**config.mk**
```make
export PLATFORM = sky130hd
export DESIGN_NAME = req_ack_sequencer
export DESIGN_NICKNAME = d
export VERILOG_FILES = /design/src/rtl/req_ack_sequencer.sv
export SDC_FILE = /design/constraint.sdc
export NUM_CORES = 1
export LEC_CHECK = 0
export BUFFER_PORTS_ARGS = -buffer_cell sky130_fd_sc_hd__buf_2
export CAP_MARGIN = 25
export CORE_ASPECT_RATIO = 2
export CORE_UTILIZATION = 49
export CTS_CLUSTER_SIZE = 30
export DETAILED_ROUTE_END_ITERATION = 8
export GPL_TIMING_DRIVEN = 0
export MAX_ROUTING_LAYER = met4
export PLACE_DENSITY_LB_ADDON = 0.08
export SLEW_MARGIN = 10
export SYNTH_ARGS = -nofsm -noshare
export SYNTH_HDL_FRONTEND = slang
export SYNTH_SLANG_ARGS = --single-unit
```
**constraint.sdc**
```tcl
create_clock -name clk -period 1.45 [get_ports clk]
set_input_delay 0.29 -clock clk [delete_from_list [all_inputs] [get_ports clk]]
set_output_delay 0.29 -clock clk [all_outputs]
set_load 0.01 [all_outputs]
```
**src/rtl/req_ack_sequencer.sv**
```systemverilog
// Request/acknowledge sequencer: an a rising edge launches c after a clamped latency, then b.
// Latency: c appears D cycles after the detecting edge, b one cycle later; ce low aborts at the next edge.
// Backpressure: none; rising edges while busy or with ce low are dropped and counted.
module req_ack_sequencer #(
   parameter int MAX_DLY = 5,
   parameter int CNT_W   = 8
) (
   input  logic             clk,
   input  logic             rst_n,
   input  logic             ce,
   input  logic             a,
   input  logic [2:0]       dly,
   output logic             c,
   output logic             b,
   output logic             busy,
   output logic             abort,
   output logic [CNT_W-1:0] done_cnt,
   output logic [CNT_W-1:0] abort_cnt,
   output logic [CNT_W-1:0] drop_cnt
);

   typedef enum logic [1:0] {IDLE, WAIT, C_PH, B_PH} state_t;

   localparam logic [2:0] MAX_D = 3'(MAX_DLY);

   state_t     state;
   logic [2:0] cnt;
   logic       a_q;
   logic       armed;
   logic [2:0] eff_dly;
   logic       rise;

   function automatic logic [CNT_W-1:0] sat_inc(input logic [CNT_W-1:0] x);
      return (&x) ? x : x + 1'b1;
   endfunction

   always_comb begin
      eff_dly = dly;
      if (dly == 3'd0)
         eff_dly = 3'd1;
      else if (dly > MAX_D)
         eff_dly = MAX_D;
   end

   // armed blocks a level held through reset from looking like a fresh edge
   assign rise = armed && a && !a_q;

   always_ff @(posedge clk or negedge rst_n) begin
      if (!rst_n) begin
         state     <= IDLE;
         cnt       <= '0;
         a_q       <= 1'b0;
         armed     <= 1'b0;
         c         <= 1'b0;
         b         <= 1'b0;
         busy      <= 1'b0;
         abort     <= 1'b0;
         done_cnt  <= '0;
         abort_cnt <= '0;
         drop_cnt  <= '0;
      end else begin
         a_q   <= a;
         armed <= 1'b1;
         c     <= 1'b0;
         b     <= 1'b0;
         abort <= 1'b0;

         if (rise && (state != IDLE || !ce))
            drop_cnt <= sat_inc(drop_cnt);

         if (state == IDLE) begin
            busy <= 1'b0;
            if (rise && ce) begin
               busy  <= 1'b1;
               cnt   <= eff_dly - 3'd1;
               state <= (eff_dly == 3'd1) ? C_PH : WAIT;
            end
         end else if (!ce) begin
            // abort wins over every in-flight phase, including completion
            state     <= IDLE;
            busy      <= 1'b0;
            abort     <= 1'b1;
            abort_cnt <= sat_inc(abort_cnt);
         end else begin
            busy <= 1'b1;
            case (state)
               WAIT: begin
                  if (cnt == 3'd1)
                     state <= C_PH;
                  else
                     cnt <= cnt - 3'd1;
               end
               C_PH: begin
                  c     <= 1'b1;
                  state <= B_PH;
               end
               B_PH: begin
                  b        <= 1'b1;
                  state    <= IDLE;
                  done_cnt <= sat_inc(done_cnt);
               end
               default: state <= IDLE;
            endcase
         end
      end
   end

endmodule
```
[Word level (Yosys, flattened, before mapping)]
Cells that the tools add are included.
Word-level totals
  flip-flop bits (word level): 35
  latch bits: 0
  bits in writable memories: 0
  ROM bits: 0
  input bits: 7
  output and inout port bits: 28
  word-level logic and storage cells: 74
  memories: 0
Operators by class
  $add $sub $neg: 5
  $mul: 0
  divide/modulo/power cells: 0
  order comparisons: 1
  eq/ne operators: 8
  shifts and indexed selects: 0
  multiplexer cells: 24
  bitwise logic cells: 5
  reduce and logical (&&, ||, !) cells: 20
Operators by type and width (number)
  8-bit by 1-bit adder with 8-bit output, second input constant: 3
  8-bit AND reduction: 3
  3-bit two-way mux: 7
  1-bit two-way mux: 11
  2-bit two-way mux: 5
  4-bit AND reduction: 2
  3-bit by 1-bit == test with 1-bit output, second input constant: 2
  2-bit nonzero test: 3
  3-bit by 1-bit subtractor with 3-bit output, second input constant: 2
  1-bit inverter: 5
  2-bit == test, second input constant: 2
  1-bit logical AND: 4
  4-bit inequality test, second input constant: 1
  2-bit one-hot mux with 2 select lines: 1
  2-bit AND reduction: 2
  3-bit greater-than comparator, second input constant: 1
  3-bit zero test: 1
  3-bit AND reduction: 1
  2-bit by 1-bit == test with 1-bit output, second input constant: 1
  1-bit zero test: 2
  2-bit zero test: 1
  2-bit by 1-bit inequality test with 1-bit output, second input constant: 1
  2-bit inequality test, second input constant: 1
  1-bit logical OR: 1

[Depth between registers and ports, before layout]
  word-level depth: 7
  gate-level depth with buffers: 7
  gate-level depth less buffers: 6

[Worst setup path before layout]
Ideal clock, no wire load.
  path type: register to register
  from: register state[1]
  to: register cnt[1]
  setup time: 0.086 ns
  arrival time: 1.502 ns
  required time: 1.364 ns
  path slack: -0.137 ns
  stages on the path, launching flop included: 8
  path buffers: 1
  period minus slack after synthesis: 1.587 ns
  cell sequence: dfrtp_1 > inv_1 > ha_1 > buf_6 > nor2b_4 > nand3_4 > mux2_4 > o221ai_2
Between the ends
  cells in the longest elaborated chain, start to end: 3
  elaborated cells on any way between the ends: 8
  classes of those cells: 3 x eq/ne; 1 x mux; 4 x reduce/logical
Ends and longest elaborated chain
  start, declared: RTL line 26  | state_t state;
  start signal, assigned: RTL line 76  | state <= (eff_dly == 3'd1) ? C_PH : WAIT;
  2-bit by 1-bit == test with 1-bit output / 2-bit zero test (equally long branches): RTL line 86, 71
  2-bit nonzero test (no source line), or another cell as far along
  4-bit AND reduction (no source line)
  end signal, assigned: RTL line 75  | cnt <= eff_dly - 3'd1;
  end signal, assigned: RTL line 91  | cnt <= cnt - 3'd1;
  end, declared: RTL line 27  | logic [2:0] cnt;
Several ways; a longest one is shown, not always the timed one.
A chain may end at the register's enable or synchronous reset.

[Worst setup path in the final report]
  from: register state[0]
  to: register done_cnt[4]
Between the ends
  cells in the longest elaborated chain, start to end: 3
  elaborated cells on any way between the ends: 4
  classes of those cells: 1 x eq/ne; 1 x bitwise; 2 x reduce/logical
Ends and longest elaborated chain
  2-bit zero test: RTL line 71  | if (state == IDLE) begin
  1-bit inverter (no source line)
  4-bit AND reduction (no source line) (*)
  end signal, assigned: RTL line 100  | done_cnt <= sat_inc(done_cnt);
  end, declared: RTL line 17  | output logic [CNT_W-1:0] done_cnt,
Mark *: on every way between the ends. The rest lies on a longest branch, timed or not.

==> impl_metrics.tcl <==
set metrics [dict create \
    reg2regPathDepth 6 \
    die_h_um 87.6 \
    cp_slowest_stage_delay_ns 0.37 \
    wl_per_cell_um 14.6 \
    h-tree-depth 2 \
    via_per_inst 5.37 \
    areaGrowthSynthToFinish_pct 34.4 \
    rrSetupSlack_ns -0.10 \
    worstPathRequired_ns 1.62 \
    gp_congestion 0.829 \
    grt_max_degree 36 \
    drt_wl_total_mm 3.96 \
    start_util_pct 52.0 \
    crit_family "simple AND/OR/NAND/NOR gates" \
    min_period_over_period_pct 107 \
    dr_wl_met2_mm 2.30 \
    path_buf_inv 1 \
    yosys.area.top_type_share_pct 48.8 \
    power_density_mw_per_mm2 1700 \
    postCtsHoldBufs 0 \
    drive_above_1_share_pct 46.2 \
    ys_ff_latch 35 \
    place_hpwl_mm 2.65 \
    syn_nets 179 \
    fin_skew_ns 0.00562 \
    fin_ws_ns -0.102 \
    drt-pass1-iter-count 4 \
    tightest_slew_ns 0.763 \
    path_class "reg2reg" \
    grtUsageTotal_pct 22.8 \
    min_path_type "in2async" \
    peakVddDrop_mv 1.32 \
    ys_types 42 \
    placed_cell_area_mm2 0.00205 \
    hold_violations 0 \
    ys.flop_type "dfrtp_1" \
    r2r-start "state[0]$_DFFE_PN0P_" \
    drc 0 \
    antenna_found_initial 0 \
    fmax_mhz 644 \
    grt_pass1_wl_mm 6.44 \
    worst_ep_arrival_time_ns 1.72 \
    drtIter0Drc 42 \
    wl_met3_um 95 \
    clkTransAtPathRegs_ns 0.07 \
    ant_nets 0 \
    setup_viol 13 \
    num-nets-final 240 \
    synth_top_family_by_area "simple AND/OR/NAND/NOR gates" \
    die_w_um 44.8 \
    rr_endpoint "done_cnt[4]$_DFFE_PN0P_" \
    drt-met1-wl_mm 1.52 \
    synth-seq-area-share_pct 48.8 \
    diodes 0 \
    synth_enable_flop_cells 0 \
    vias 1454 \
    numCtsBuffers 5 \
    synth-xor-area-share_pct 7.32 \
    maxCapViolCount 0 \
    netlist_instances 162 \
    yosysMostFrequentCell "dfrtp_1" \
    top_layer "met4" \
    cts.sinks 35 \
    hold_slack_ns 0.0697 \
    p_total_mw 4.10 \
    syn_avg_cell_area_um2 11.1 \
    p_leak_nw 1.18 \
    synth_fa_ha_area_share_pct 6.97 \
    cp_slowest_cell "dfrtp_1" \
    fin_area_mm2 0.00241 \
    async_reset_ff_share_pct 100 \
    maxSlewHeadroom_pct 49.1 \
    violations "setup timing" \
    yosys_warnings 0 \
    slew_violations 0 \
    synth_area_mm2 0.00179 \
    synth_area_leaders "dfrtp_1 (49%), ha_1 (7.0%), mux2_2 (4.4%)" \
    clock_latency_ns 0.28 \
    die-area_mm2 0.00392 \
    fp-row-count 30 \
    startpoint_type "register" \
    synthSimpleGateAreaFrac_pct 19.4 \
    rsz0062_at_grt "true" \
    synth-compound-area-share_pct 9.55 \
    place.port_buffers 34 \
    synth_mux_area_share_pct 5.23 \
    yosys.area.top_type "dfrtp_1" \
    cts_root_buf "clkbuf_8" \
    cp_cell_sequence "inv_2 -> ha_4 -> nor2b_4 -> nand3_2 -> nor2_4 -> mux2_4" \
    grt_pass1_vias 1481 \
    worst_setup_path_end_kind "register" \
    synth_common_cells "dfrtp_1 (35), nand2_1 (14), nand3_1 (12), ha_1 (10), inv_1 (9)" \
    clk_path_buf_depth 2 \
    status "finished with violations" \
    design.core.area_mm2 0.00345 \
    path_max_fanout 6 \
    io_pins 35 \
    min_period_ns 1.55 \
    overflow 0 \
    tritoncts "built" \
]
## registers in the layout, summed over array words and instances (netlist names)
signal,flops
cnt,3
c,1
abort_cnt,8
busy,1
b,1
drop_cnt,8
a_q,1
done_cnt,8
armed,1
state,2
abort,1
## metal layers
metal  track usage, %  vias up
met1             22.9      726
met2             41.4       27
met3             4.74        6
met4             8.54        0
met5                -        -
li1                 -      695
## cell usage in the layout, fill, tap and decap left out, types with 2 or more instances in the layout
cell type,instances
ha_2,2
a211oi_2,2
a31oi_1,3
nand3_1,7
nand2_1,12
ha_4,2
inv_1,7
buf_6,2
nand4b_1,2
o21ai_0,2
buf_2,34
xor2_1,8
o221ai_2,2
mux2_4,3
ha_1,6
xnor2_1,7
nand2b_1,5
clkbuf_8,6
mux2_2,5
inv_2,2
nor4_2,2
nand3_2,5
buf_4,19
a21oi_1,5
nor3_2,2
dfrtp_1,35
and4_4,2
nand4_1,5
nor2_1,4
## where the power goes
part | leakage [nW] | internal, mW | total, mW | switching [mW]
Combinational | 0.686 | 0.934 | 1.84 | 0.910
Clock | 0.0470 | 0.372 | 0.703 | 0.331
Sequential | 0.448 | 1.25 | 1.55 | 0.299
Total | 1.18 | 2.56 | 4.10 | 1.54
## logic make-up after synthesis
group | count (synthesis)
compound gates | 23
xor+xnor | 15
fa+ha+maj | 10
buf+inv | 10
flops | 35
mux | 8
other cells | 1
simple gates | 60
## area by class of cell
cell class	count	area [µm²]
fill	276	1040
timing repair buffer	55	335
sequential	35	876
inverter	9	33.8
clock inverter	1	5.00
clock buffer	6	82.6
multi-input combinational	117	1020
tap	48	60.1
## metrics by stage
step / util (%) / setup WS (ns) / TNS (ns) / std cells
after floorplan: - / -0.0845 / -0.593 / 162
after detailed placement: 59.2 / -0.302 / -4.23 / 244
after CTS: 65.8 / -0.0820 / -0.594 / 263
after global routing: 69.8 / -0.184 / -2.39 / 271
after global placement: 59.2 / -0.219 / -2.87 / 244
final: 69.8 / -0.102 / -0.691 / 271
## worst max-delay path by stage
stage / slack [ns] / to / startpoint / cells past startpoint
6_report: -0.10 / done_cnt[4]$_DFFE_PN0P_ / state[0]$_DFFE_PN0P_ / 6
5_1_grt: -0.18 / done_cnt[7]$_DFFE_PN0P_ / state[1]$_DFFE_PN0P_ / 6
4_1_cts: -0.08 / cnt[1]$_DFFE_PN0P_ / state[1]$_DFFE_PN0P_ / 6
3_5_place_dp: -0.30 / done_cnt[4]$_DFFE_PN0P_ / state[1]$_DFFE_PN0P_ / 7
3_3_place_gp: -0.22 / done_cnt[4]$_DFFE_PN0P_ / state[1]$_DFFE_PN0P_ / 7
2_1_floorplan: -0.08 / done_cnt[4]$_DFFE_PN0P_ / state[1]$_DFFE_PN0P_ / 7
## repair_timing
action	CTS	global route
cloned	0	0
resized for setup	16	17
pin swaps	10	10
buffers inserted	13	8
endpoints found under the setup margin	25	27
No activity file was read; power rests on OpenSTA's default activity.
